[config.mk]
export PLATFORM = sky130hd
export DESIGN_NAME = spi_slave_param
export DESIGN_NICKNAME = d
export VERILOG_FILES = /design/src/rtl/spi_pkg.sv /design/src/rtl/spi_tx_serializer.sv /design/src/rtl/spi_slave_param.sv
export SDC_FILE = /design/constraint.sdc
export NUM_CORES = 1
export LEC_CHECK = 0
export ABC_AREA = 1
export BUFFER_PORTS_ARGS = -buffer_cell sky130_fd_sc_hd__buf_2
export CORE_MARGIN = 2
export CORE_UTILIZATION = 63
export CTS_BUF_LIST = sky130_fd_sc_hd__clkbuf_8
export CTS_CLUSTER_SIZE = 25
export DETAILED_ROUTE_END_ITERATION = 6
export GPL_TIMING_DRIVEN = 1
export PLACE_DENSITY = 0.87
export SLEW_MARGIN = 20
export SYNTH_ARGS = -nofsm -noshare
export SYNTH_HDL_FRONTEND = slang
export SYNTH_HIERARCHICAL = 1
export SYNTH_SLANG_ARGS = --single-unit
[constraint.sdc]
create_clock -name clk -period 4.66 [get_ports clk]
set_input_delay 0.233 -clock clk [delete_from_list [all_inputs] [get_ports clk]]
set_output_delay 0.233 -clock clk [all_outputs]
set_load 0.005 [all_outputs]
[src/rtl/spi_pkg.sv]
// Shared types and constants for the parametrised SPI slave front-end.
// Contents: FSM state encoding (3-bit, idle = 0), frame command codes and a
// helper that classifies a command as read or write.
package spi_pkg;

  typedef enum logic [2:0] {
    StIdle     = 3'd0,
    StChkCmd   = 3'd1,
    StWrite    = 3'd2,
    StReadAdd  = 3'd3,
    StReadData = 3'd4,
    StTxWait   = 3'd5,
    StTxShift  = 3'd6,
    StDone     = 3'd7
  } spi_state_e;

  localparam logic [1:0] CMD_WR_ADDR = 2'b00;
  localparam logic [1:0] CMD_WR_DATA = 2'b01;
  localparam logic [1:0] CMD_RD_ADDR = 2'b10;
  localparam logic [1:0] CMD_RD_DATA = 2'b11;

  // Read commands share the MSB, so the first frame bit alone selects the read path.
  function automatic logic cmd_is_read(input logic [1:0] cmd);
    logic rd;
    case (cmd)
      CMD_WR_ADDR, CMD_WR_DATA: rd = 1'b0;
      CMD_RD_ADDR, CMD_RD_DATA: rd = 1'b1;
      default:                  rd = 1'b0;
    endcase
    return rd;
  endfunction

endpackage

[src/rtl/spi_tx_serializer.sv]
// MISO serializer: loads a WORD_W read word and drives it MSB first, one bit per clk.
// Ports:
//   clk, rst_n   system clock, asynchronous active-low reset
//   load_i       capture data_i; its MSB is on miso_o from the next cycle
//   clear_i      abort any transfer, miso_o returns to 0
//   data_i       word to transmit
//   miso_o       registered serial output, 0 when idle
//   done_o       high while the last bit is on miso_o
module spi_tx_serializer #(
  parameter int unsigned WORD_W = 8
) (
  input  logic              clk,
  input  logic              rst_n,
  input  logic              load_i,
  input  logic              clear_i,
  input  logic [WORD_W-1:0] data_i,
  output logic              miso_o,
  output logic              done_o
);

  localparam int unsigned CntW = $clog2(WORD_W + 1);

  logic [WORD_W-1:0] shreg_q, shreg_d;
  logic [CntW-1:0]   cnt_q, cnt_d;
  logic              active_q, active_d;
  logic              miso_q, miso_d;

  // cnt_q counts bits already placed on the line.
  assign done_o = active_q && (cnt_q == CntW'(WORD_W));
  assign miso_o = miso_q;

  always_comb begin
    shreg_d  = shreg_q;
    cnt_d    = cnt_q;
    active_d = active_q;
    miso_d   = miso_q;
    if (clear_i) begin
      cnt_d    = '0;
      active_d = 1'b0;
      miso_d   = 1'b0;
    end else if (load_i) begin
      shreg_d  = data_i << 1;
      miso_d   = data_i[WORD_W-1];
      cnt_d    = CntW'(1);
      active_d = 1'b1;
    end else if (active_q) begin
      if (done_o) begin
        cnt_d    = '0;
        active_d = 1'b0;
        miso_d   = 1'b0;
      end else begin
        miso_d  = shreg_q[WORD_W-1];
        shreg_d = shreg_q << 1;
        cnt_d   = cnt_q + 1'b1;
      end
    end
  end

  always_ff @(posedge clk or negedge rst_n) begin
    if (!rst_n) begin
      shreg_q  <= '0;
      cnt_q    <= '0;
      active_q <= 1'b0;
      miso_q   <= 1'b0;
    end else begin
      shreg_q  <= shreg_d;
      cnt_q    <= cnt_d;
      active_q <= active_d;
      miso_q   <= miso_d;
    end
  end

endmodule

[src/rtl/spi_slave_param.sv]
// SPI slave front-end for the single-port RAM wrapper.
// Receives WORD_W+2 bit frames (2 command bits + payload) MSB first on MOSI, sampled on clk,
// and returns read data on MISO after a read-data frame. One frame per SS_n assertion.
// Optional macro SPI_PARITY_EN: each frame carries a trailing even-parity bit; a mismatch
// suppresses rx_valid and pulses frame_err instead.
// Ports:
//   clk, rst_n          system clock, asynchronous active-low reset
//   SS_n                slave select (active low, synchronous to clk)
//   MOSI / MISO         serial in / out, MSB first
//   rx_data, rx_valid   received frame and its one-cycle valid pulse
//   tx_data, tx_valid   read data from the memory controller, accepted while waiting to transmit
//   frame_err           one-cycle parity error pulse (0 when parity is disabled)
module spi_slave_param
  import spi_pkg::*;
#(
  parameter int unsigned WORD_W = 8
) (
  input  logic              clk,
  input  logic              rst_n,
  input  logic              SS_n,
  input  logic              MOSI,
  output logic              MISO,
  output logic [WORD_W+1:0] rx_data,
  output logic              rx_valid,
  input  logic [WORD_W-1:0] tx_data,
  input  logic              tx_valid,
  output logic              frame_err
);

  localparam int unsigned FRAME_W = WORD_W + 2;
  localparam int unsigned CNT_W   = $clog2(WORD_W + 3);
`ifdef SPI_PARITY_EN
  localparam int unsigned LastIdx = FRAME_W;      // parity bit follows the frame
`else
  localparam int unsigned LastIdx = FRAME_W - 1;
`endif

  spi_state_e         state_q, state_d;
  logic [CNT_W-1:0]   cnt_q, cnt_d;
  logic [FRAME_W-1:0] rx_data_q, rx_data_d;
  logic               rx_valid_q, rx_valid_d;
  logic               rd_addr_seen_q, rd_addr_seen_d;

  logic rx_active, frame_end, frame_ok, tx_load, tx_done;

  // Bit-receiving states; a high SS_n overrides everything, including the last bit.
  assign rx_active = !SS_n && (state_q inside {StChkCmd, StWrite, StReadAdd, StReadData});
  assign frame_end = rx_active && (cnt_q == CNT_W'(LastIdx));
  assign tx_load   = !SS_n && (state_q == StTxWait) && tx_valid;

`ifdef SPI_PARITY_EN
  logic par_q, par_d, frame_err_q, frame_err_d;

  // par_q holds the XOR of frame bits so far; the parity bit must bring it to 0.
  assign frame_ok  = ~(par_q ^ MOSI);
  assign frame_err = frame_err_q;

  always_comb begin
    par_d       = 1'b0;
    frame_err_d = 1'b0;
    if (rx_active) par_d = par_q ^ MOSI;
    if (frame_end && !frame_ok) frame_err_d = 1'b1;
  end

  always_ff @(posedge clk or negedge rst_n) begin
    if (!rst_n) begin
      par_q       <= 1'b0;
      frame_err_q <= 1'b0;
    end else begin
      par_q       <= par_d;
      frame_err_q <= frame_err_d;
    end
  end
`else
  assign frame_ok  = 1'b1;
  assign frame_err = 1'b0;
`endif

  always_ff @(posedge clk or negedge rst_n) begin
    if (!rst_n) begin
      state_q        <= StIdle;
      cnt_q          <= '0;
      rx_data_q      <= '0;
      rx_valid_q     <= 1'b0;
      rd_addr_seen_q <= 1'b0;
    end else begin
      state_q        <= state_d;
      cnt_q          <= cnt_d;
      rx_data_q      <= rx_data_d;
      rx_valid_q     <= rx_valid_d;
      rd_addr_seen_q <= rd_addr_seen_d;
    end
  end

  always_comb begin
    state_d = state_q;
    if (SS_n) begin
      state_d = StIdle;
    end else begin
      case (state_q)
        StIdle:   state_d = StChkCmd;
        StChkCmd: begin
          if (cmd_is_read({MOSI, 1'b0})) state_d = rd_addr_seen_q ? StReadData : StReadAdd;
          else                           state_d = StWrite;
        end
        StWrite, StReadAdd, StReadData: begin
          if (frame_end) state_d = (state_q == StReadData && frame_ok) ? StTxWait : StDone;
        end
        StTxWait:  if (tx_valid) state_d = StTxShift;
        StTxShift: if (tx_done) state_d = StDone;
        StDone:    state_d = StDone;
        default:   state_d = StIdle;
      endcase
    end
  end

  always_comb begin
    cnt_d          = '0;
    rx_data_d      = rx_data_q;
    rx_valid_d     = 1'b0;
    rd_addr_seen_d = rd_addr_seen_q;
    if (rx_active) begin
      cnt_d = cnt_q + 1'b1;
      for (int unsigned i = 0; i < FRAME_W; i++) begin
        if (cnt_q == CNT_W'(FRAME_W - 1 - i)) rx_data_d[i] = MOSI;
      end
    end
    if (frame_end && frame_ok) begin
      rx_valid_d = 1'b1;
      if (state_q == StReadAdd)       rd_addr_seen_d = 1'b1;
      else if (state_q == StReadData) rd_addr_seen_d = 1'b0;
    end
  end

  assign rx_data  = rx_data_q;
  assign rx_valid = rx_valid_q;

  spi_tx_serializer #(
    .WORD_W(WORD_W)
  ) u_tx (
    .clk    (clk),
    .rst_n  (rst_n),
    .load_i (tx_load),
    .clear_i(SS_n),
    .data_i (tx_data),
    .miso_o (MISO),
    .done_o (tx_done)
  );

endmodule

==> results_dict.tcl, run 1 <==
set metrics [dict create \
    cts_resized 0 \
    fin_tns_setup_ps 0 \
    p_leak_nw 1.06 \
    rsz0062_at_grt "false" \
    violations "negative hold slack" \
    routed_wl_um 3230 \
    maxCapViolCount 0 \
    antenna_found_initial 0 \
    syn_inst 218 \
    ios 26 \
    htree_levels 2 \
    cp-start-kind "flip-flop" \
    synth_area_mm2 0.00174 \
    final_net_count 265 \
    cp_common_cell "nand2_1" \
    synth_top_area_cell "dfrtp_1" \
    hpwl_um 2450 \
    crit_chain "inv_2, nand2_1, nor3_2, inv_2, a21oi_4, nand2_4, nand2_1, nand2_1" \
    grt_overflow 0 \
    syn-num-nets 237 \
    clkTransAtPathRegs_ps 60 \
    grt_util_all_layers_pct 24.1 \
    crit_slowest_cell "nor3_2" \
    yosysTopAreaCellShare_pct 45.9 \
    arrival_ps 2300 \
    tightest_slew_ps 688 \
    placementRows 19 \
    grt_max_degree 33 \
    cts_tree "done" \
    synth_area_per_cell_um2 8.00 \
    placed_cells 270 \
    coreArea_mm2 0.00269 \
    initial_core_util_pct 64.9 \
    cts.sinks 32 \
    rr_worst_depth 8 \
    fillCellCount 206 \
    post-route-cell-area_mm2 0.00197 \
    yosys-top-cells-area "dfrtp_1 46%, nand2_1 16%, inv_1 4.7%" \
    crit_type "flip-flop to flip-flop" \
    cts_made_buffers 5 \
    detail_route.wl_per_cell_um 11.7 \
    setup_viol 0 \
    hold_class "input pin to asynchronous set/reset pin" \
    synth.distinct_cells 29 \
    place_area_mm2 0.00189 \
    die_w_um 56.6 \
    diodes 0 \
    ir_drop_uv 366 \
    ys_seq_area_share_pct 45.9 \
    fin_skew_ps 6.08 \
    post-route-period-util_pct 45.7 \
    clockBufferDepth 2 \
    dieArea_mm2 0.00321 \
    fmax_mhz 470 \
    hold_buffers 0 \
    drt-pass1-iter-count 4 \
    grt_pass1_vias 1401 \
    required_ps 4830 \
    max_stage_delay_ps 560 \
    cts-root-buf "clkbuf_8" \
    antenna_left 0 \
    slew_violations 0 \
    rr_startpoint "state_q[1]" \
    fin_cells 277 \
    routed_via_density 5.18 \
    cts_setup_buffers 0 \
    end_kind "flip-flop" \
    drtIter0Drc 54 \
    insertion_delay_ps 290 \
    vias 1434 \
    r2r_end "u_tx/shreg_q[4]" \
    gp_congestion 0.897 \
    hold_ws_ps -17.0 \
    min_period_ps 2130 \
    drc_errors 0 \
    status "complete, but fails checks" \
    synth_seq_cells 32 \
    numPortBuffers 24 \
    yosys_warnings 6 \
    die_y_um 56.6 \
    layout-drive-gt1-share_pct 22.0 \
    powerDensity_mw_per_mm2 426 \
    hold_viol 29 \
    grt_pass1_wl_um 5860 \
    area_growth_pct 12.9 \
    cp_max_fo 11 \
    slew_headroom_pct 54.1 \
    ff2ff_setup_slack_ps 2530 \
]
cell usage after synthesis:
| master | count |
|---|---|
| nor3_2 | 4 |
| xnor2_1 | 1 |
| nand3_4 | 1 |
| buf_2 | 1 |
| buf_4 | 1 |
| ha_1 | 6 |
| xor2_1 | 2 |
| inv_1 | 22 |
| inv_2 | 5 |
| dfrtp_1 | 32 |
| a21oi_2 | 1 |
| o21ai_1 | 7 |
| conb_1 | 1 |
| o21ai_0 | 5 |
| a21oi_1 | 4 |
| nand3_2 | 2 |
| nor2_4 | 1 |
| o21a_1 | 4 |
| nand2_1 | 76 |
| nand4_1 | 2 |
| a21oi_4 | 1 |
| nor2_2 | 2 |
| nand3_1 | 12 |
| nand2_2 | 3 |
| nor2_1 | 14 |
| nand2_4 | 3 |
| clkbuf_1 | 1 |
| nor3_1 | 3 |
| a31oi_1 | 1 |
where the power goes:
group | switching [mW] | leakage [nW] | total [mW] | internal, mW
Combinational | 0.164 | 0.583 | 0.262 | 0.0982
Clock | 0.0959 | 0.0452 | 0.195 | 0.0990
Sequential | 0.0485 | 0.436 | 0.382 | 0.334
Total | 0.309 | 1.06 | 0.839 | 0.531
critical path, delay by kind of cell, from the launching register on:
family	cells	cell delay, ps
compound gates	1	330
buf+inv	2	360
flops	1	420
simple gates	5	910
layer usage:
metal | GRT usage [%] | wire, um | part of all wire [%] | up-vias
li1 | - | - | - | 739
met1 | 30.6 | 1540 | 48 | 654
met2 | 38.2 | 1480 | 46 | 33
met3 | 5.99 | 145 | 4.5 | 8
met4 | 12.2 | 72 | 2.2 | 0
met5 | 0 | 0 | 0 | -
cells in the final DEF (no fill, tap or decap), types with 3 or more instances in the layout:
cell      netlist  routed
nand2_2         3       3
nor2_1         14      14
a21oi_1         4       4
dfrtp_1        32      32
o21ai_1         7       7
inv_1          22      23
nand3_1        12      12
nand2_4         3       3
inv_2           5       5
nor3_2          4       5
o21a_1          4       4
nand2_1        76      76
o21ai_0         5       5
ha_1            6       6
clkbuf_8        0       5
buf_2           1      24
registers in the layout, summed over array words and instances, names as in the netlist:
register,cells
rd_addr_seen_q,1
rx_valid,1
u_tx/active_q,1
u_tx/cnt_q,4
cnt_q,4
u_tx/shreg_q,7
u_tx/miso_o,1
state_q,3
rx_data,10
worst max-delay path by stage:
stage / from / end / slack (ps) / cells after the start
final: state_q[1] / u_tx/shreg_q[4] / 2530 / 8
after floorplan: state_q[1] / u_tx/shreg_q[2] / 3160 / 8
after global placement: SS_n / u_tx/shreg_q[1] / 2320 / 9
after global routing: state_q[1] / u_tx/shreg_q[2] / 2330 / 8
after CTS: state_q[1] / u_tx/shreg_q[4] / 2130 / 8
after detailed placement: SS_n / u_tx/shreg_q[4] / 2110 / 9
area by class of cell:
type                    count  area [um^2]  share of cell area (%)
inverters                  27          101                    5.15
clock inverters             2         8.76                   0.445
repair buffers             24          120                    6.10
flip-flops and latches     32          801                    40.7
well taps                  31         38.8                    1.97
multi-input cells         156          831                    42.2
clock buffers               5         68.8                    3.49
per-stage QoR:
| stage | power [mW] | util (%) | setup WS [ps] |
|---|---|---|---|
| global placement | 0.635 | 70.2 | 2320 |
| floorplan | 0.575 | - | 3160 |
| CTS | 0.844 | 73.1 | 2130 |
| finish | 0.839 | 73.3 | 2530 |
| detailed placement | 0.648 | 70.2 | 2110 |
| global route | 0.900 | 73.3 | 2330 |
logic make-up (layout without fill, tap and decap cells):
| family | Yosys count | after routing | share of synthesized area (%) |
|---|---|---|---|
| other | 1 | 1 | 0.215 |
| xor gates and xnor gates | 3 | 3 | 1.51 |
| buffers and inverters | 30 | 58 | 6.74 |
| DFF | 32 | 32 | 45.9 |
| AOI/OAI and AO/OA | 23 | 23 | 8.11 |
| adders and majority gates | 6 | 6 | 4.30 |
| and+or+nand+nor | 123 | 123 | 33.2 |
(Power assumes the default switching activity.)
==> run 2, diff against run 1 <==
Settings changed: ABC_AREA 1 to 0, CORE_UTILIZATION 63 to 58, PLACE_DENSITY 0.87 to 0.81.
Clock period 4.66 ns to 2 ns, I/O delays scaled along.
==> run 2 against run 1 <==
The run now ends clean; non-clock buffer count rose by 7; sequential share of layout area fell by 0.43 points; synthesized cell count fell by 32%; register-to-register slack got worse by 2500 ps; fmax rose by 11%; clock power rose by 140%; global-route usage fell by 1.7 points; worst hold slack improved by 73 ps; sequential cell count did not move; total power rose by 60%; wire length rose by 4.5%; largest power group unchanged.
==> results_dict.tcl, run 2 <==
set metrics [dict create \
    status "finished, final reports clean" \
    endpoint "rx_data[7]" \
    hold_viol 0 \
    routed_wl_um 3380 \
    antenna_left 0 \
    synth.distinct_cells 43 \
    worst_slack_ps 80.4 \
    end_kind "flip-flop" \
    cts-root-buf "clkbuf_8" \
    grt_pass1_vias 1249 \
    drc_errors 0 \
    die_y_um 58.9 \
    ys.flop_type "dfrtp_1" \
    total_power_mw 1.34 \
    dieArea_mm2 0.00347 \
    placementRows 19 \
    cts_made_buffers 5 \
    cts_tree "done" \
    initial_core_util_pct 62.3 \
    cp_max_fo 9 \
    clockBufferDepth 2 \
    seq_area_um2 801 \
    antenna_found_initial 0 \
    hpwl_um 2300 \
    numPortBuffers 24 \
    die_w_um 58.9 \
    synth_seq_cells 32 \
    area_growth_pct 14.0 \
    required_ps 2160 \
    ir_drop_uv 680 \
    drt-pass1-iter-count 4 \
    diodes 0 \
    vias 1222 \
    min_period_ps 1920 \
    synth_most_common_cell "dfrtp_1" \
    tightest_slew_ps 713 \
    final_common_cell "dfrtp_1" \
    synth_area_per_cell_um2 11.7 \
    clkTransAtPathRegs_ps 70 \
    syn-num-nets 168 \
    rr_worst_depth 4 \
    htree_levels 2 \
    cp-start-kind "flip-flop" \
    cts.sinks 32 \
    synthTopCellsByCount "32 x dfrtp_1, 10 x nand2_1, 9 x mux2_1, 9 x nor2_1, 8 x mux2_2" \
    routed_via_density 5.85 \
    grt_max_degree 33 \
    fillCellCount 212 \
    postLayoutCoreUtil_pct 71.0 \
    synth_top_area_cell "dfrtp_1" \
    synth_edf_count 0 \
    post-route-period-util_pct 96.0 \
    powerDensity_mw_per_mm2 673 \
    r2r_end "rx_data[7]" \
    maxCapViolCount 0 \
    gp_congestion 0.812 \
    grt_pass1_wl_um 5660 \
    drtIter0Drc 53 \
    ys_seq_area_share_pct 45.8 \
    grt_overflow 0 \
    yosys-top-cells-area "dfrtp_1 46%, mux2_1 5.8%, mux2_2 5.2%" \
    startpoint "state_q[0]" \
    preCtsSetupSlack_ps 55.3 \
    grt_util_all_layers_pct 22.4 \
    synthArstFlopShare_pct 100 \
    fmax_mhz 521 \
    setup_viol 0 \
    hold_class "input pin to flip-flop" \
    insertion_delay_ps 290 \
    final_net_count 197 \
    coreArea_mm2 0.00281 \
    rr_startpoint "state_q[0]" \
    slew_headroom_pct 52.5 \
    ff2ff_setup_slack_ps 80 \
    layout-drive-gt1-share_pct 33.1 \
    cts_setup_buffers 0 \
    fin_skew_ps 7.06 \
    ios 26 \
    slew_violations 0 \
    detail_route.wl_per_cell_um 16.1 \
    p_leak_nw 0.934 \
    yosysTopAreaCellShare_pct 45.8 \
    yosys_warnings 6 \
    hold_ws_ps 55.6 \
    crit_type "flip-flop to flip-flop" \
    synth_area_mm2 0.00175 \
    mostFrequentLayoutCells "32 x dfrtp_1, 24 x buf_2, 10 x nand2_1" \
    multi_input_area_um2 872 \
    syn_inst 149 \
    largest_reg_flops 10 \
    arrival_ps 2080 \
]
run 2: timing repair:
| item | CTS | global route |
|---|---|---|
| setup endpoints to repair | 0 | 9 |
| hold buffers | 1 | 0 |
| gates resized for setup | 0 | 1 |
| endpoints found under the hold margin | 32 | 0 |
run 2: kinds of logic after synthesis:
group | Yosys count | share of synthesized area (%)
other cells | 1 | 0.215
compound gates | 28 | 12.8
fa+ha+maj | 6 | 4.30
buf+inv | 16 | 4.87
simple gates | 39 | 13.8
xor+xnor | 2 | 1.00
flops | 32 | 45.8
mux | 25 | 17.3
run 2: metrics by stage:
step	instance area, um^2	TNS (ps)	instances
after detailed placement	1900	0	201
after floorplan	1750	0	149
final	1990	0	209
after CTS	1980	0	209
after global routing	1990	-60.3	209
after global placement	1900	0	201
run 2: area by class of cell:
class	instances	share of cell area [%]
clock buffers	5	3.46
multi-input cells	101	43.8
well taps	31	1.95
repair buffers	31	8.80
inverters	7	1.32
flip-flops and latches	32	40.2
clock inverters	2	0.440
run 2: worst min path at each step:
stage / start / depth (start not counted) / endpoint / slack, ps
3_3_place_gp: rst_n / 1 / u_tx/cnt_q[3] / 170
3_5_place_dp: rst_n / 1 / u_tx/cnt_q[3] / 190
2_1_floorplan: rst_n / 0 / cnt_q[0] / -200
4_1_cts: tx_data[0] / 3 / u_tx/shreg_q[1] / 50
6_report: tx_data[0] / 3 / u_tx/shreg_q[1] / 60
5_1_grt: tx_data[0] / 3 / u_tx/shreg_q[1] / 80
run 2: critical path, stage by stage (launching register included):
cell and delay [ps]:
dfrtp_1 470, or3b_4 490, a2111oi_4 390, nand2_1 110
mux2_1 330
run 2: where the power goes:
part | internal (mW) | leakage, nW | total, mW | switching (mW)
logic | 0.0770 | 0.453 | 0.162 | 0.0853
clock network | 0.231 | 0.0452 | 0.463 | 0.232
registers | 0.685 | 0.436 | 0.714 | 0.0296
total | 0.993 | 0.934 | 1.34 | 0.347
run 2: layer usage:
| metal | GRT usage (%) | wire length (um) | vias up |
|---|---|---|---|
| li1 | - | - | 584 |
| met2 | 33.7 | 1580 | 39 |
| met3 | 8.79 | 208 | 5 |
| met5 | 0 | 0 | - |
| met4 | 7.47 | 42 | 0 |
| met1 | 29.8 | 1550 | 594 |
==> run 3, diff against run 2 <==
Settings changed: CELL_PAD_IN_SITES_DETAIL_PLACEMENT from default to 1, CELL_PAD_IN_SITES_GLOBAL_PLACEMENT from default to 2, CORE_UTILIZATION 58 to 39, PLACE_DENSITY 0.81 to default, PLACE_DENSITY_LB_ADDON from default to 0.1.
==> run 3 against run 2 <==
Utilization decreased by 24 points; critical path type unchanged; total power about the same; clock skew decreased by 1.3 ps; die area increased by 45%; combinational power increased by 7%; wire length increased by 13%.
==> results_dict.tcl, run 3 (synthesized netlist as in run 2, its figures left out) <==
set metrics [dict create \
    status "finished, final reports clean" \
    die_y_um 70.9 \
    crit_slowest_cell "or3b_4" \
    hpwl_um 2750 \
    cts.sinks 32 \
    cts_tree "done" \
    startpoint "state_q[0]" \
    insertion_delay_ps 280 \
    ios 26 \
    htree_levels 2 \
    antenna_found_initial 0 \
    routed_wl_um 3810 \
    final_common_cell "dfrtp_1" \
    routed_via_density 5.25 \
    cp_max_fo 7 \
    numPortBuffers 24 \
    drt-pass1-iter-count 4 \
    cts_setup_buffers 0 \
    switching_power_uw 344 \
    arrival_ps 2050 \
    diodes 0 \
    final_net_count 199 \
    rsz0062_at_grt "false" \
    rr_worst_depth 4 \
    largest_reg_flops 10 \
    clockBufferDepth 2 \
    clkPwrFrac_pct 34.0 \
    crit_type "flip-flop to flip-flop" \
    grt_pass1_vias 1315 \
    drc_errors 0 \
    post-route-period-util_pct 94.9 \
    rr_startpoint "state_q[0]" \
    setup_viol 0 \
    slew_violations 0 \
    place_area_mm2 0.00194 \
    hold_class "input pin to flip-flop" \
    postLayoutCoreUtil_pct 46.8 \
    cp-start-kind "flip-flop" \
    required_ps 2160 \
    tightest_slew_ps 737 \
    area_growth_pct 16.0 \
    fin_tns_setup_ps 0 \
    whs_path_depth 3 \
    grt_pass1_wl_um 6600 \
    powerDensity_mw_per_mm2 661 \
    fmax_mhz 527 \
    grt_overflow 0 \
    max_stage_delay_ps 480 \
    maxCapViolCount 0 \
    gp_congestion 0.814 \
    p_sw_share_pct 25.7 \
    min_period_ps 1900 \
    p_leak_nw 0.939 \
    hold_ws_ps 75.8 \
    internal_power_uw 996 \
    grt_util_all_layers_pct 16.9 \
    slew_headroom_pct 50.8 \
    post-route-cell-area_mm2 0.00203 \
    vias 1219 \
    ir_drop_uv 415 \
    die_w_um 70.9 \
    mostFrequentLayoutCells "32 x dfrtp_1, 24 x buf_2, 10 x nand2_1" \
    clkTransAtPathRegs_ps 60 \
    grt_max_degree 33 \
    cts_made_buffers 5 \
    detail_route.wl_per_cell_um 16.4 \
    pwr-share-seq_pct 53.1 \
    coreArea_mm2 0.00432 \
    comb_power_share_pct 12.9 \
    end_kind "flip-flop" \
    hp-start "tx_data[0]" \
    fin_skew_ps 5.78 \
    initial_core_util_pct 40.4 \
    fillCellCount 486 \
    layout-drive-gt1-share_pct 33.9 \
    dieArea_mm2 0.00503 \
    antenna_left 0 \
    crit_chain "or3b_4, a2111oi_4, nand2_1, mux2_1" \
    placementRows 24 \
    cts-root-buf "clkbuf_8" \
    hold_viol 0 \
    drtIter0Drc 110 \
    ff2ff_setup_slack_ps 100 \
]
-- run 3: cell count changes in the layout (fill, tap and decap cells not counted) --
cell     previous run  this run
o21ai_1             3         4
nor3_2              0         1
o21ai_0             3         2
buf_4               6         8
nor3_4              1         0
-- run 3: metal layers --
layer,routed length [um],global-route usage (%)
met5,0,0
met4,31,4.40
met3,152,4.56
met2,1870,27.8
met1,1760,22.0
-- run 3: metrics by stage --
step	power, mW	cells	worst slack (ps)
3_5_place_dp	0.897	224	46.2
4_1_cts	1.37	232	39.7
2_1_floorplan	0.805	149	95.3
3_3_place_gp	0.889	224	148
5_1_grt	1.42	232	1.30
6_report	1.34	232	103
-- run 3: path summary, 6_finish.rpt --
kind,to
max,rx_data[7]
min,u_tx/shreg_q[1]
max reg2reg,rx_data[7]
min reg2reg,rx_data[8]
max in group asynchronous,cnt_q[2]
min in group asynchronous,u_tx/cnt_q[3]
-- run 3: power by group through the flow --
| stage | sequential, mW | combinational, mW | clock [mW] |
|---|---|---|---|
| 4_1_cts | 0.712 | 0.177 | 0.481 |
| 6_report | 0.711 | 0.173 | 0.456 |
| 2_1_floorplan | 0.718 | 0.0878 | 0 |
| 5_1_grt | 0.716 | 0.195 | 0.511 |
| 3_5_place_dp | 0.722 | 0.175 | 0 |
| 3_3_place_gp | 0.724 | 0.165 | 0 |
-- run 3: final cells by class --
type                    instances  area (um^2)  area share, %
multi-input cells             101          866           42.7
flip-flops and latches         32          801           39.5
repair buffers                 33          190           9.39
clock buffers                   5         68.8           3.40
well taps                      52         65.1           3.21
inverters                       7         26.3           1.30
clock inverters                 2         8.76          0.432
-- run 3: critical path, delay by kind of cell (launching register included) --
family	cells	cell delay, ps
simple gates	2	600
mux	1	330
flops	1	450
compound gates	1	390
-- run 3: what timing repair did --
action	in CTS	in global routing
resized for setup	0	1
hold buffers	1	0
hold endpoints to repair	32	0
endpoints found under the setup margin	0	5
